`src/rtl/ddr3_app_traffic_gen.sv`:
```
// Traffic generator for the DDR3 MIG app_* interface. It writes a deterministic pattern to a
// block of bursts, reads the block back and compares every beat against the same pattern.
module ddr3_app_traffic_gen #(
  parameter int          ADDR_WIDTH  = 32'd28,
  parameter int          DATA_WIDTH  = 32'd256,
  parameter int          MASK_WIDTH  = 32'd32,
  parameter int          NUM_BURSTS  = 32'd256,
  parameter int unsigned BASE_ADDR   = 32'd0,
  parameter int unsigned ADDR_STEP   = 32'd8,
  parameter logic [31:0] PATTERN_XOR = 32'h0000_0000,
  parameter bit          LOOP        = 1'b1
) (
  input  logic                  clk,
  input  logic                  rst,
  input  logic                  init_calib_complete,
  input  logic                  tg_enable,
  input  logic                  app_rdy,
  input  logic                  app_wdf_rdy,
  input  logic [DATA_WIDTH-1:0] app_rd_data,
  input  logic                  app_rd_data_valid,
  input  logic                  app_rd_data_end,
  output logic                  app_en,
  output logic [2:0]            app_cmd,
  output logic [ADDR_WIDTH-1:0] app_addr,
  output logic [DATA_WIDTH-1:0] app_wdf_data,
  output logic                  app_wdf_wren,
  output logic                  app_wdf_end,
  output logic [MASK_WIDTH-1:0] app_wdf_mask,
  output logic                  tg_compare_error,
  output logic [ADDR_WIDTH-1:0] tg_err_addr,
  output logic                  tg_pass_done,
  output logic [15:0]           tg_pass_count,
  output logic                  tg_busy
);

  localparam logic [1:0] ST_IDLE  = 2'b00;
  localparam logic [1:0] ST_WRITE = 2'b01;
  localparam logic [1:0] ST_READ  = 2'b10;
  localparam logic [1:0] ST_CHECK = 2'b11;

  localparam logic [2:0] CMD_WR = 3'b000;
  localparam logic [2:0] CMD_RD = 3'b001;

  localparam int              LANES   = DATA_WIDTH / 32;
  localparam logic [21:0]     LP_NB   = 22'(NUM_BURSTS);
  localparam logic [21:0]     LP_LAST = LP_NB - 22'd1;
  localparam logic [ADDR_WIDTH-1:0] LP_BASE = ADDR_WIDTH'(BASE_ADDR);
  localparam logic [ADDR_WIDTH-1:0] LP_STEP = ADDR_WIDTH'(ADDR_STEP);

  // Lane j of burst k carries {pass, k, j}, so a misplaced or stale beat never aliases a good one
  function automatic logic [DATA_WIDTH-1:0] f_pattern(input logic [7:0] pass, input logic [20:0] burst);
    logic [DATA_WIDTH-1:0] word;
    word = '0;
    for (int j = 0; j < LANES; j++) begin
      word[32*j +: 32] = PATTERN_XOR ^ {pass, burst, 3'(j)};
    end
    return word;
  endfunction

  logic [1:0]            r_state;
  logic                  r_busy;
  logic                  r_app_en;
  logic [2:0]            r_app_cmd;
  logic [ADDR_WIDTH-1:0] r_app_addr;
  logic [DATA_WIDTH-1:0] r_wdf_data;
  logic                  r_wdf_wren;
  logic                  r_cmd_done;
  logic                  r_dat_done;
  logic [21:0]           r_wr_k;
  logic [21:0]           r_rd_iss;
  logic [21:0]           r_rcv;
  logic [ADDR_WIDTH-1:0] r_rcv_addr;
  logic [15:0]           r_pass_count;
  logic                  r_pass_done;
  logic                  r_cmp_vld;
  logic                  r_cmp_oos;
  logic [DATA_WIDTH-1:0] r_cmp_data;
  logic [DATA_WIDTH-1:0] r_cmp_exp;
  logic [ADDR_WIDTH-1:0] r_cmp_addr;
  logic                  r_err;
  logic [ADDR_WIDTH-1:0] r_err_addr;

  logic                  w_cmd_acc;
  logic                  w_dat_acc;
  logic                  w_wr_both;
  logic                  w_rcv_ok;
  logic [21:0]           w_wr_k_nxt;
  logic [15:0]           w_pass_nxt;
  logic                  w_unused;

  assign w_cmd_acc  = r_app_en & app_rdy;
  assign w_dat_acc  = r_wdf_wren & app_wdf_rdy;
  assign w_wr_both  = (r_cmd_done | w_cmd_acc) & (r_dat_done | w_dat_acc);
  assign w_rcv_ok   = app_rd_data_valid & (r_state == ST_READ) & (r_rcv != LP_NB);
  assign w_wr_k_nxt = r_wr_k + 22'd1;
  assign w_pass_nxt = r_pass_count + 16'd1;
  assign w_unused   = app_rd_data_end;

  // Sequencer: write phase, read phase with concurrent return counting, and pass bookkeeping
  always_ff @(posedge clk) begin
    if (rst) begin
      r_state      <= ST_IDLE;
      r_busy       <= 1'b0;
      r_app_en     <= 1'b0;
      r_app_cmd    <= CMD_RD;
      r_app_addr   <= LP_BASE;
      r_wdf_data   <= '0;
      r_wdf_wren   <= 1'b0;
      r_cmd_done   <= 1'b0;
      r_dat_done   <= 1'b0;
      r_wr_k       <= 22'd0;
      r_rd_iss     <= 22'd0;
      r_rcv        <= 22'd0;
      r_rcv_addr   <= LP_BASE;
      r_pass_count <= 16'd0;
      r_pass_done  <= 1'b0;
    end else begin
      r_pass_done <= 1'b0;
      case (r_state)
        ST_IDLE: begin
          if (init_calib_complete && tg_enable) begin
            r_state    <= ST_WRITE;
            r_busy     <= 1'b1;
            r_app_en   <= 1'b1;
            r_app_cmd  <= CMD_WR;
            r_app_addr <= LP_BASE;
            r_wdf_data <= f_pattern(r_pass_count[7:0], 21'd0);
            r_wdf_wren <= 1'b1;
            r_cmd_done <= 1'b0;
            r_dat_done <= 1'b0;
            r_wr_k     <= 22'd0;
          end
        end
        ST_WRITE: begin
          if (w_wr_both) begin
            r_cmd_done <= 1'b0;
            r_dat_done <= 1'b0;
            if (r_wr_k == LP_LAST) begin
              r_state    <= ST_READ;
              r_wr_k     <= 22'd0;
              r_app_en   <= 1'b1;
              r_app_cmd  <= CMD_RD;
              r_app_addr <= LP_BASE;
              r_wdf_wren <= 1'b0;
              r_rd_iss   <= 22'd0;
              r_rcv      <= 22'd0;
              r_rcv_addr <= LP_BASE;
            end else begin
              r_wr_k     <= w_wr_k_nxt;
              r_app_en   <= 1'b1;
              r_app_addr <= r_app_addr + LP_STEP;
              r_wdf_data <= f_pattern(r_pass_count[7:0], w_wr_k_nxt[20:0]);
              r_wdf_wren <= 1'b1;
            end
          end else begin
            // Each side drops on its own acceptance and waits for the other
            if (w_cmd_acc) begin
              r_app_en   <= 1'b0;
              r_cmd_done <= 1'b1;
            end
            if (w_dat_acc) begin
              r_wdf_wren <= 1'b0;
              r_dat_done <= 1'b1;
            end
          end
        end
        ST_READ: begin
          if (w_cmd_acc) begin
            r_rd_iss <= r_rd_iss + 22'd1;
            if (r_rd_iss == LP_LAST) begin
              r_app_en <= 1'b0;
            end else begin
              r_app_addr <= r_app_addr + LP_STEP;
            end
          end
          if (w_rcv_ok) begin
            r_rcv      <= r_rcv + 22'd1;
            r_rcv_addr <= r_rcv_addr + LP_STEP;
          end
          if (r_rcv == LP_NB) begin
            r_state  <= ST_CHECK;
            r_app_en <= 1'b0;
          end
        end
        ST_CHECK: begin
          r_pass_done  <= 1'b1;
          r_pass_count <= w_pass_nxt;
          if (LOOP && tg_enable) begin
            r_state    <= ST_WRITE;
            r_app_en   <= 1'b1;
            r_app_cmd  <= CMD_WR;
            r_app_addr <= LP_BASE;
            r_wdf_data <= f_pattern(w_pass_nxt[7:0], 21'd0);
            r_wdf_wren <= 1'b1;
            r_cmd_done <= 1'b0;
            r_dat_done <= 1'b0;
            r_wr_k     <= 22'd0;
          end else begin
            r_state <= ST_IDLE;
            r_busy  <= 1'b0;
          end
        end
        default: begin
          r_state    <= ST_IDLE;
          r_busy     <= 1'b0;
          r_app_en   <= 1'b0;
          r_wdf_wren <= 1'b0;
        end
      endcase
    end
  end

  // Two-stage compare: capture beat and expectation, then judge and latch the first failing address
  always_ff @(posedge clk) begin
    if (rst) begin
      r_cmp_vld  <= 1'b0;
      r_cmp_oos  <= 1'b0;
      r_cmp_data <= '0;
      r_cmp_exp  <= '0;
      r_cmp_addr <= '0;
      r_err      <= 1'b0;
      r_err_addr <= '0;
    end else begin
      r_cmp_vld <= app_rd_data_valid;
      r_cmp_oos <= app_rd_data_valid & ~w_rcv_ok;
      if (app_rd_data_valid) begin
        r_cmp_data <= app_rd_data;
        r_cmp_exp  <= f_pattern(r_pass_count[7:0], r_rcv[20:0]);
        r_cmp_addr <= r_rcv_addr;
      end
      if (r_cmp_vld && (r_cmp_oos || (r_cmp_data != r_cmp_exp))) begin
        r_err <= 1'b1;
        if (!r_err && !r_cmp_oos) begin
          r_err_addr <= r_cmp_addr;
        end
      end
    end
  end

  assign app_en           = r_app_en;
  assign app_cmd          = r_app_cmd;
  assign app_addr         = r_app_addr;
  assign app_wdf_data     = r_wdf_data;
  assign app_wdf_wren     = r_wdf_wren;
  assign app_wdf_end      = r_wdf_wren;
  assign app_wdf_mask     = {MASK_WIDTH{1'b0}};
  assign tg_compare_error = r_err;
  assign tg_err_addr      = r_err_addr;
  assign tg_pass_done     = r_pass_done;
  assign tg_pass_count    = r_pass_count;
  assign tg_busy          = r_busy;

endmodule

```
`config.mk`:
```
export PLATFORM = sky130hd
export DESIGN_NAME = ddr3_app_traffic_gen
export DESIGN_NICKNAME = d
export VERILOG_FILES = /design/src/rtl/ddr3_app_traffic_gen.sv
export SDC_FILE = /design/constraint.sdc
export NUM_CORES = 1
export LEC_CHECK = 0
export ABC_AREA = 0
export CORE_AREA = 2 2 244 246
export CTS_BUF_LIST = sky130_fd_sc_hd__clkbuf_2 sky130_fd_sc_hd__clkbuf_4 sky130_fd_sc_hd__clkbuf_8
export DETAILED_ROUTE_END_ITERATION = 8
export DIE_AREA = 0 0 246 248
export PLACE_DENSITY = 0.78
export SKIP_CTS_REPAIR_TIMING = 1
export SLEW_MARGIN = 20
export SYNTH_ARGS = -nofsm -noshare
export SYNTH_HDL_FRONTEND = slang
export SYNTH_SLANG_ARGS = --single-unit
```
`constraint.sdc`:
```
create_clock -name clk -period 3.4 [get_ports clk]
set_input_delay 0.68 -clock clk [delete_from_list [all_inputs] [get_ports clk]]
set_output_delay 0.68 -clock clk [all_outputs]
set_load 0.03 [all_outputs]
```
; ---- Word-level counts from Yosys, hierarchy flattened
; Cells that the tools add are included.
[word_totals]
regBits = 964
inputBits = 264
word_cells = 142
[classes]
addsub = 6
n_eq_ne = 22
mux = 61
n_bitwise = 9
reduce_logical = 22
[op_table]
columns = operator, count
row1 = $mux W256, 4
row2 = $pmux W256 S3, 1
row3 = $ne A256 B256 Y1, 1
row4 = $mux W28, 9
row5 = $mux W22, 8
row6 = $pmux W28 S4, 1
row7 = $pmux W22 S2, 2
row8 = $add A22 B1 Y22 const B, 3
row9 = $pmux W22 S3, 1
row10 = $add A28 B4 Y28 const B, 2
row11 = $pmux W28 S2, 1
row12 = $eq A22 B8 Y1 const B, 2
row13 = $reduce_and A4 Y1, 6
row14 = $eq A22 B9 Y1 const B, 1
row15 = $ne A22 B9 Y1 const B, 1
row16 = $reduce_and A5 Y1, 4
row17 = $mux W1, 19
row18 = $ne A2 B2 Y1 const B, 9
row19 = $add A16 B1 Y16 const B, 1
row20 = $mux W3, 4
row21 = $pmux W1 S3, 3
row22 = $pmux W3 S3, 1
row23 = $mux W2, 4
row24 = $pmux W2 S4, 1
row25 = 19 further kinds, 31

; ---- Longest topological paths before layout
[logic_depth]
depth_word = 5
depth_mapped = 11
depth_no_buf = 9

; ---- Worst setup path after synthesis
; OpenSTA, ideal clock, no wires.
[synth_timing]
path_type = input port to flip-flop
from = input app_rdy
to = register r_rcv_addr[27]
setup_time_ps = 72
t_arrival_ps = 2755
slack_ps = 573
path_stages = 9
path_buffers = 2
cell_sequence = a21oi_1 > or2_2 > o31a_1 > a211o_1 > clkbuf_1 > or3_1 > buf_2 > or3_1 > a21oi_1
[synth_via]
elab_chain_len = 5
[synth_lines]
columns = item, line
row1 = "start, declared", 17  ; input logic app_rdy,
row2 = $and A1 B1 Y1, 91  ; assign w_cmd_acc = r_app_en & app_rdy;
row3 = $or A1 B1 Y1, 93  ; assign w_wr_both = (r_cmd_done | w_cmd_acc) & (r_dat_done | w_dat_acc);
row4 = $and A1 B1 Y1, 93
row5 = $ne A2 B2 Y1 (no line), --
row6 = $reduce_and A4 Y1 (no line), --
row7 = "end signal, assigned", 178  ; r_rcv_addr <= r_rcv_addr + LP_STEP;
row8 = "end, declared", 72  ; logic [ADDR_WIDTH-1:0] r_rcv_addr;
; No other way between the ends.
; A chain may end at the register's enable or synchronous reset.

; ---- Worst setup path after layout
[layout_timing]
from = register r_cmp_exp[242]
to = register r_err_addr[23], in the netlist tg_err_addr[23]
[layout_via]
elab_chain_len = 4
[layout_lines]
columns = item, line
row1 = "start, declared", 78  ; logic [DATA_WIDTH-1:0] r_cmp_exp;
row2 = "start signal, assigned", 228  ; r_cmp_exp <= f_pattern(r_pass_count[7:0], r_rcv[20:0]);
row3 = $ne A256 B256 Y1, 231  ; if (r_cmp_vld && (r_cmp_oos || (r_cmp_data != r_cmp_exp))) begin
row4 = $logic_or A1 B1 Y1, 231
row5 = $logic_and A1 B1 Y1, 231
row6 = $reduce_and A2 Y1 (no line), --
row7 = "end signal, assigned", 234  ; r_err_addr <= r_cmp_addr;
row8 = "end, declared", 81  ; logic [ADDR_WIDTH-1:0] r_err_addr;
; No other way between the ends.

==> results.txt <==
----------------------------------------------------
[Critical path]
  Arrival time reported for the critical path endpoint ... 3.96 ns
  Flop-to-flop setup slack ... -0.03 ns
  Critical-path maximum fanout ... 25
  Worst path bufs/invs ... 1
  CP startpoint ... r_cmp_exp[242]$_SDFFE_PP0P_
  Number of cells on the critical path ... 9
  Endpoint class of the critical path ... flip-flop
  Kind of critical path ... flip-flop to flip-flop
  Critical path's slowest cell ... dfxtp_1
  Critical path startpoint category ... flip-flop
  End of the worst register-to-register path ... tg_err_addr[23]$_SDFFE_PP0P_
  Family with the most delay on the worst path ... simple AND/OR/NAND/NOR gates
  Ordered list of cells on the worst path ... and3_1, o22ai_1, a211oi_1, nand3_1, nor4_1, nand4_1, and3_2, buf_12, mux2i_1
  Setup crit end ... tg_err_addr[23]$_SDFFE_PP0P_
  Worst EP required ... 3.93 ns
  Number of cells on the worst reg-to-reg path ... 9
  Start of the worst register-to-register path ... r_cmp_exp[242]$_SDFFE_PP0P_
  Stage delay of the slowest cell on the critical path ... 0.74 ns

[Synthesis]
  Number of synthesized register bits ... about 500
  Fraction of registers with async set or reset after synthesis ... 0%
  Number of different library cells in the post-synthesis netlist ... 74
  Ys Warns ... 0
  Seq/Total Area, Yosys ... a little over two fifths
  Per-instance average area after synthesis ... 8.87 um^2
  Fraction of post-synthesis cell area in the top cell type by area ... approximately two fifths
  Library cell with the largest summed area after synthesis ... dfxtp_1
  Synthesized area ... approximately 24000 um^2
  Cell count after synthesis ... ~2.8k
  Synth top area cells ... dfxtp_1, mux2i_1, buf_4, nor2_1, xor2_1
  Post-synth EDFFs ... 0
  Top FF cell, synth ... dfxtp_1

[Timing]
  Final setup margin ... -0.0325 ns
  Total count of hold-check failures in the final report ... 0
  Worst-case headroom to the max-slew limit ... about an eighth
  Setup repair after global routing missed its margin ... false
  Final period demand of the worst path ... between 3 and 4 ns
  Slew at the pin closest to its max-slew limit ... between 1 and 1.5 ns
  Final period utilization ... 101%
  Worst Skew ... 0.0397 ns
  WHS ... roughly 0.34 ns
  Max Clock Freq ... 291 MHz
  Fin. max-slew vios ... 0
  Final setup violation count ... 18

[Clock network]
  Clock sinks ... 510
  H-Tree Level Count ... 3
  Clock network latency to the later pin of the worst-skew pair ... around 0.7 ns
  Reg clk slew, reported paths ... roughly 0.060 ns
  Num CTS Buffers ... 86
  Buffer cell driving the clock tree root ... clkbuf_8
  Max Buffers Root-to-Sink ... 3
  CTS tree ... built

[Hold path]
  Path category of the worst min-delay check ... input pin to flip-flop

[Cells and area]
  Synth-to-layout area growth ... 27.9%
  Post-layout instance count excluding filler cells ... ~4k
  Filler Cell Count ... around 5.3k
  Share of final-layout standard cells stronger than drive strength 1 ... a little over 8%
  Post-layout nets ... between 3k and 4k

[Die]
  Die Width ... roughly 250 um
  Count of boundary I/O pins ... about 630
  Starting density of the core ... 41.9%
  Floorplan core area ... 58500 um^2
  Die Footprint ... between 60000 and 70000 um^2
  FP Rows ... slightly below 90
  Vertical extent of the die ... around 250 um

[Routing]
  Number of vias per cell after detailed routing ... 5.18
  Final antenna-violating net count ... 0
  Total vias in the final route ... approximately 20k
  First-pass DRT Iterations ... 5
  Initial DRC count ... roughly 1.7k
  Total routed wirelength ... 82.3 mm
  Routed length per placed instance ... a little over 20 um
  Number of design rule violations left after detail routing ... 0

[Global route]
  First-pass GRT wire length ... around 120 mm
  Pin count of the biggest net entering global routing ... approximately 210
  Residual overflow from global routing ... 0
  Number of global-route vias before repair ... 19.3k
  Initial antenna violation count ... 12
  Aggregate global-route resource usage ... 25.7%

[Power and ir drop]
  Power Dens Cells ... around 480 nW/um^2
  Highest ir drop seen on vdd ... ~0.42 mV
  Power after layout ... roughly 15 mW
  Leakage dissipation ... around 13 nW

[Place]
  Cells after DPL ... ~3.8k
  Weighted congestion at the end of routability-driven global placement ... just over 1
  Count of buffers inserted at the top-level ports ... ~580
  Estimated wirelength of the detail-placed design ... between 60 and 70 mm

[Outcome]
  Outcome ... finished, violations left
  Violated checks ... setup timing

[Flow run]
  Max-Cap Viols ... 0

----------------------------------------------------
-- area by class of cell --
cell class | instances | area (um^2) | area share, %
sequential | 510 | 10200 | 32.6
clock buffer | 137 | 1690 | 5.40
inverter | 54 | 203 | 0.647
tap | 773 | 967 | 3.09
antenna | 3 | 7.51 | 0.0240
multi-input combinational | 1830 | 11600 | 37.1
clock inverter | 9 | 98.8 | 0.316
timing repair buffer | 665 | 6530 | 20.8
-- sequential cells by signal (all words and copies together), names as in the netlist --
register	count
r_rcv_addr	25
r_state	2
tg_pass_done	1
app_wdf_data	30
r_wr_k	22
app_addr	25
tg_pass_count	16
r_rd_iss	22
app_wdf_end	1
r_cmp_exp	30
r_rcv	22
r_cmp_addr	25
tg_compare_error	1
app_en	1
tg_busy	1
r_cmp_oos	1
app_cmd	1
r_cmp_data	256
r_dat_done	1
r_cmd_done	1
r_cmp_vld	1
tg_err_addr	25
-- Yosys cell counts (all sizes together) (5+ instances only) --
| cell | n |
|---|---|
| nand2b | 30 |
| o22ai | 19 |
| o21ai | 44 |
| o2111ai | 12 |
| a32o | 8 |
| o211ai | 6 |
| xnor2 | 69 |
| and3 | 37 |
| and2 | 8 |
| nor2 | 502 |
| nor2b | 40 |
| nand2 | 156 |
| a2111oi | 18 |
| a21oi | 64 |
| clkbuf | 99 |
| a221oi | 7 |
| buf | 317 |
| xor2 | 108 |
| a211oi | 5 |
| a22oi | 24 |
| dfxtp | 510 |
| a31oi | 5 |
| inv | 53 |
| and4 | 8 |
| nand4 | 45 |
| o21a | 5 |
| or3 | 18 |
| nor3 | 43 |
| o31ai | 10 |
| nand3 | 57 |
| ha | 12 |
| nor4 | 39 |
| mux2i | 339 |
-- cell families after synthesis --
logic type / count (synthesis) / synth area share, %
muxes: 339 / 13.9
AOI/OAI and AO/OA: 254 / 7.08
other: 1 / 0.0153
DFF: 510 / 41.7
adders and majority gates: 12 / 0.613
buffers and inverters: 471 / 11.8
xor gates and xnor gates: 177 / 6.33
and+or+nand+nor: 996 / 18.6
-- cell usage in the layout, fill, tap and decap left out, types with 64 or more instances in the layout --
cell / Yosys / final
dfxtp_1: 510 / 508
buf_4: 268 / 80
a21oi_1: 64 / 64
clkbuf_8: 4 / 106
clkdlybuf4s50_1: 0 / 577
xnor2_1: 69 / 69
nor2_1: 501 / 501
mux2i_1: 339 / 339
xor2_1: 108 / 108
nand2_1: 156 / 156
-- how the worst min path moves through the flow --
| stage | startpoint | to | slack (ns) | depth (start not counted) |
|---|---|---|---|---|
| floorplan | r_cmp_addr[10]$_SDFFE_PP0P_ | tg_err_addr[10]$_SDFFE_PP0P_ | 0.44 | 2 |
| global placement | tg_err_addr[5]$_SDFFE_PP0P_ | tg_err_addr[5]$_SDFFE_PP0P_ | 0.44 | 2 |
| detailed placement | tg_err_addr[10]$_SDFFE_PP0P_ | tg_err_addr[10]$_SDFFE_PP0P_ | 0.45 | 2 |
| CTS | app_rd_data_valid | r_cmp_data[134]$_SDFFE_PP0P_ | 0.29 | 3 |
| global route | app_rd_data_valid | r_cmp_data[133]$_SDFFE_PP0P_ | 0.33 | 3 |
| finish | app_rd_data_valid | r_cmp_data[134]$_SDFFE_PP0P_ | 0.34 | 3 |
-- power by group --
| part | total (mW) | internal [mW] | switching [mW] |
|---|---|---|---|
| clock network | 5.72 | 3.22 | 2.51 |
| registers | 6.52 | 6.23 | 0.294 |
| logic | 2.86 | 1.18 | 1.68 |
-- tightest hold or removal path, stage by stage --
cell and delay (ns):
buf_8 0.13, mux2i_1 0.08, nor2_1 0.07
-- routing by layer --
| metal | share of wire (%) | GRT usage [%] |
|---|---|---|
| met5 | 0.094 | 0 |
| met4 | 4.5 | 12.2 |
| met3 | 9.7 | 9.23 |
| met2 | 44 | 39.1 |
| met1 | 42 | 32.2 |
-- per-stage QoR --
| step | util, % | setup slack [ns] | area, um^2 | TNS, ns |
|---|---|---|---|---|
| 2_1_floorplan | - | 0.573 | 24700 | 0 |
| 3_3_place_gp | 50.5 | 0.0669 | 29500 | 0 |
| 3_5_place_dp | 50.5 | 0.0294 | 29500 | 0 |
| 4_1_cts | 53.5 | 0.0981 | 31300 | 0 |
| 5_1_grt | 53.6 | 0.0365 | 31300 | 0 |
| 6_report | 53.6 | -0.0325 | 31300 | -0.327 |
Power figures use the tool's default switching activity.
==> edit 1, RTL diff (same flow settings) <==
Reset style: asynchronous (`rst`), changed in 2 clocked blocks.
--- a/src/rtl/ddr3_app_traffic_gen.sv
+++ b/src/rtl/ddr3_app_traffic_gen.sv
@@ -97,7 +97,7 @@
   assign w_unused   = app_rd_data_end;
 
   // Sequencer: write phase, read phase with concurrent return counting, and pass bookkeeping
-  always_ff @(posedge clk) begin
+  always_ff @(posedge clk or posedge rst) begin
     if (rst) begin
       r_state      <= ST_IDLE;
       r_busy       <= 1'b0;
@@ -211,7 +211,7 @@
   end
 
   // Two-stage compare: capture beat and expectation, then judge and latch the first failing address
-  always_ff @(posedge clk) begin
+  always_ff @(posedge clk or posedge rst) begin
     if (rst) begin
       r_cmp_vld  <= 1'b0;
       r_cmp_oos  <= 1'b0;
Function: not settled (the Yosys comparison gave no result); the edit may change what the design does.
==> edit 1 against the original RTL <==
- first-iteration DRC count down 7.0%
- non-clock buffer count up 6
- wire length decreased by 0.15%
- clock skew up 0.0060 ns
- critical path type unchanged
- sequential cell count unchanged
- highest routed layer unchanged
- setup slack better by 0.055 ns
- design area is 6.9% higher
- core utilization increased by 3.7 points
- synthesized area grew 6.6%
- synthesized cell count is 12% lower
- count of clock-buffer cells in the layout grew 5
Power is not compared: it rests on default switching activity, and its combinational part moved more than twofold at a synthesized area within 25%.
==> edit 1: results (changes against the original RTL) <==
- The setup slack after placement was -0.0957 ns (was 0.0294 ns).
- The endpoint of the worst hold path is r_cmp_exp[238] (was r_cmp_data[134]).
- The total inserted antenna cells came to 9 (was 3).
- The area taken by multi-input logic gates is 10800 sq um (was 11600 sq um).
- The worst clock skew came to 0.0456 ns (was 0.0397 ns).
- The post-placement cell area came to 31300 sq um (was 29500 sq um).
- The final HPWL from detailed placement is 61000 um (was 62000 um).
- The maximum number of pins on one net before global-route repair is 119 (was 213).
- The combined global-route utilization of all metal layers was 26.2% (was 25.7%).
- The arrival time of the worst setup path is 3.94 ns (was 3.96 ns).
- The non-clock buffer area fraction after layout was 19.8% (was 20.8%).
- The endpoint of the lowest-slack register-to-register path is tg_err_addr[21] (was tg_err_addr[23]).
- The count of placed standard cells in the final layout, fillers left out is 3702 (was 3981).
- The wire length of the first global-routing pass is 121000 um (was 118000 um).
- The number of filler instances in the final layout is 4814 (was 5310).
- The share of layout cells above drive strength 1 is 20.5% (was 8.11%).
- The count of different cell masters after synthesis is 67 (was 74).
- The routed wirelength normalized by instance count was 22.2 um (was 20.7 um).
- The proportion of synthesized chip area in sequential cells is 48.9% (was 41.7%).
- The mean post-synth cell area came to 10.8 sq um (was 8.87 sq um).
- The routed length on met2 came to 38000 um (was 36300 um).
- The via count of the first global-routing pass was 19900 (was 19300).
- The routed length on met1 came to 34200 um (about the same).
- The delay contributed by the slowest stage of the critical path is 0.61 ns (was 0.74 ns).
- Run status: finished, final reports clean (was complete, but fails checks).
- The portion of the layout cell area used by clock cells was 6.14% (was 5.72%).
- The fraction of met2 tracks used by global routing is 40.3% (was 39.1%).
- The number of sequential cells is 510 (unchanged).
- The count of plain and timing-repair buffers is 671 (was 665).
- The final design utilization was 57.2% (was 53.6%).
- The clock buffer instance count of the final layout is 142 (was 137).
[edit 1: cell count changes after synthesis, sizes merged, moves of 23 or more]
cell	change
a21oi	-25
mux2	+315
xor2	-49
buf	-32
a22oi	-24
nand2	+38
dfrtp	+509
nor2	-397
o31ai	+23
dfxtp	-510
mux2i	-334
o21ai	+96
[edit 1: how the worst max path moves through the flow]
stage,cells past startpoint,slack (ns),endpoint
final,10,0.02,tg_err_addr[21]
after global routing,9,0.01,tg_err_addr[20]
after CTS,8,0.09,tg_err_addr[26]
after detailed placement,7,-0.1,r_wr_k[6]
after global placement,7,0.06,r_wr_k[5]
after floorplan,1,-4.20,app_addr[10]
[edit 1: logic make-up after synthesis]
kind of cell / count (synthesis) / share of synthesized area, %
fa+ha+maj: 12 / 0.575
other cells: 1 / 0.0144
simple gates: 666 / 12.8
flops: 510 / 48.9
compound gates: 343 / 8.60
buf+inv: 435 / 10.3
mux: 320 / 14.1
xor+xnor: 139 / 4.66
==> edit 2, RTL diff (same settings) <==
Made on the original files. The parameter `ADDR_WIDTH` goes from 32'd28 to 32'd14.
--- a/src/rtl/ddr3_app_traffic_gen.sv
+++ b/src/rtl/ddr3_app_traffic_gen.sv
@@ -1,7 +1,7 @@
 // Traffic generator for the DDR3 MIG app_* interface. It writes a deterministic pattern to a
 // block of bursts, reads the block back and compares every beat against the same pattern.
 module ddr3_app_traffic_gen #(
-  parameter int          ADDR_WIDTH  = 32'd28,
+  parameter int          ADDR_WIDTH  = 32'd14,
   parameter int          DATA_WIDTH  = 32'd256,
   parameter int          MASK_WIDTH  = 32'd32,
   parameter int          NUM_BURSTS  = 32'd256,
Ports: changed (resized app_addr and tg_err_addr); port bits go from 633 to 605. No check against the original RTL was run, so the function may have changed too.
==> edit 2 against the original RTL <==
- non-clock buffer count fell by 62
- sequential cell count fell by 56
- total power fell by 4.4%
- design area fell by 8.2%
- global-route usage fell by 1.5 points
- setup slack improved by 0.24 ns
- clock skew rose by 0.0049 ns
- synthesized cell count fell by 8.5%
- synthesized area fell by 8.8%
- wire length fell by 5.8%
- critical path type unchanged
- highest routed layer unchanged
==> edit 2: results (changes against the original RTL) <==
- Run status: finished, final reports clean (was complete, but fails checks).
- The worst clock skew came to 0.0446 ns (was 0.0397 ns).
- The mean post-synth cell area is 8.84 sq um (was 8.87 sq um).
- The final layout net count is 3130 (was 3423).
- The number of buffers created by CTS came to 80 (was 86).
- The portion of the layout cell area used by clock cells is 6.29% (was 5.72%).
- The non-clock buffer area fraction after layout is 20.8% (about the same).
- The number of design-rule violations left by the first detailed-router iteration is 1707 (was 1720).
- The endpoint of the worst hold path was app_wdf_data[238] (was r_cmp_data[134]).
- The clock insertion delay at the later pin of the skew report came to 0.70 ns (was 0.68 ns).
- The worst relative slew slack was 31.3% (was 12.8%).
- The slowest stage cell on the critical path is sky130_fd_sc_hd__a2111oi_0 (was sky130_fd_sc_hd__dfxtp_1).
- Biggest area contributors in the synthesized netlist: sky130_fd_sc_hd__dfxtp_1, sky130_fd_sc_hd__mux2i_1, sky130_fd_sc_hd__buf_4 (unchanged).
- The total wirelength of the detailed-routed design was 77500 um (was 82300 um).
- The endpoint of the lowest-slack register-to-register path is tg_err_addr[9] (was tg_err_addr[23]).
- The arrival time of the worst setup path is 3.73 ns (was 3.96 ns).
- The number of buffers added on ports was 551 (was 579).
- The met1 demand-to-capacity share in global routing is 32.1% (was 32.2%).
- The wire length of the first global-routing pass is 110000 um (was 118000 um).
- The clock buffer instance count of the final layout is 125 (was 137).
- The area taken by multi-input logic gates is 10700 sq um (was 11600 sq um).
- The instance count along the most critical hold path was 2 (was 3).
- The count of placed standard cells in the final layout, fillers left out is 3699 (was 3981).
- The maximum number of pins on one net before global-route repair was 204 (was 213).
- The compound-gate portion of the synthesized area is 8.08% (was 7.08%).
- The count of clock tree sinks is 454 (was 510).
- The delay contributed by the slowest stage of the critical path was 0.61 ns (was 0.74 ns).
- The routability congestion estimate from global placement was 1.03 (was 1.02).
- The number of vias in the routed layout is 19300 (was 20600).
- The final HPWL from detailed placement was 59100 um (was 62000 um).
- The proportion of synthesized chip area in sequential cells is 40.7% (was 41.7%).
- The maximum vdd drop came to 0.000305 V (was 0.000417 V).
- The cell total after placement is 3545 (was 3832).
- The iteration count of the initial detailed-routing pass came to 6 (was 5).
- The global-route track usage on met3 is 6.63% (was 9.23%).
- The share of synthesized area spent on multiplexers came to 14.0% (was 13.9%).
- The count of plain and timing-repair buffers is 603 (was 665).
- The share of layout cells above drive strength 1 came to 7.44% (was 8.11%).
- The routed length on met1 is 32600 um (was 34200 um).
- The launch point of the worst reg-to-reg path is r_cmp_exp[254] (was r_cmp_exp[242]).
- The number of multi-input combinational cells in the layout was 1667 (was 1830).
- The number of antenna violations at the first check in global routing came to 8 (was 12).
- The leakage power total came to 11.6 nW (was 12.7 nW).
- The combined global-route utilization of all metal layers is 24.2% (was 25.7%).
- The register area is 9090 sq um (was 10200 sq um).
- The number of inverters outside the clock class in the layout is 48 (was 54).
- The largest driver fanout on the critical path came to 11 (was 25).
- The fraction of met2 tracks used by global routing was 36.6% (was 39.1%).
- The via count of the first global-routing pass was 17300 (was 19300).
- The total inserted antenna cells is 8 (was 3).
- The count of different cell masters after synthesis is 63 (was 74).
==> edit 2: changes by cell type in the layout (fill, tap and decap cells not counted), sizes merged, moves of 13 or more <==
cell / unedited run / this run
nand2: 156 / 81
dfxtp: 510 / 454
nor2: 502 / 460
buf: 88 / 54
clkdlybuf4s50: 577 / 549
mux2i: 339 / 312
xor2: 108 / 90
nand2b: 30 / 44
xnor2: 69 / 56
==> edit 2: per-stage QoR <==
step | area [sq um] | power [mW] | worst slack (ns) | hold WS, ns | util, %
floorplan | 22500 | 7.78 | 0.733 | 0.441 | -
global placement | 26900 | 8.87 | 0.206 | 0.457 | 46.1
detailed placement | 26900 | 8.92 | 0.169 | 0.462 | 46.1
CTS | 28700 | 14.5 | 0.347 | 0.352 | 49.1
global route | 28800 | 15.0 | 0.152 | 0.386 | 49.2
finish | 28800 | 14.4 | 0.209 | 0.398 | 49.2
==> edit 2: worst max-delay path by stage <==
stage | start | end | slack (ns) | cells past startpoint
6_report | r_cmp_exp[254] | tg_err_addr[9] | 0.21 | 9
5_1_grt | r_wr_k[0] | r_rcv[20] | 0.15 | 8
4_1_cts | r_wr_k[0] | r_rcv[18] | 0.35 | 8
3_5_place_dp | app_wdf_rdy | r_rcv[20] | 0.17 | 8
3_3_place_gp | app_rdy | r_rcv[18] | 0.21 | 8
2_1_floorplan | r_wr_k[0] | r_rcv[21] | 0.73 | 9
==> edit 2: where the power goes <==
part	total, mW	leakage, nW	internal [mW]	switching (mW)
logic	2.92	6.97	1.21	1.71
registers	5.91	3.71	5.58	0.330
clock network	5.61	0.961	3.19	2.42
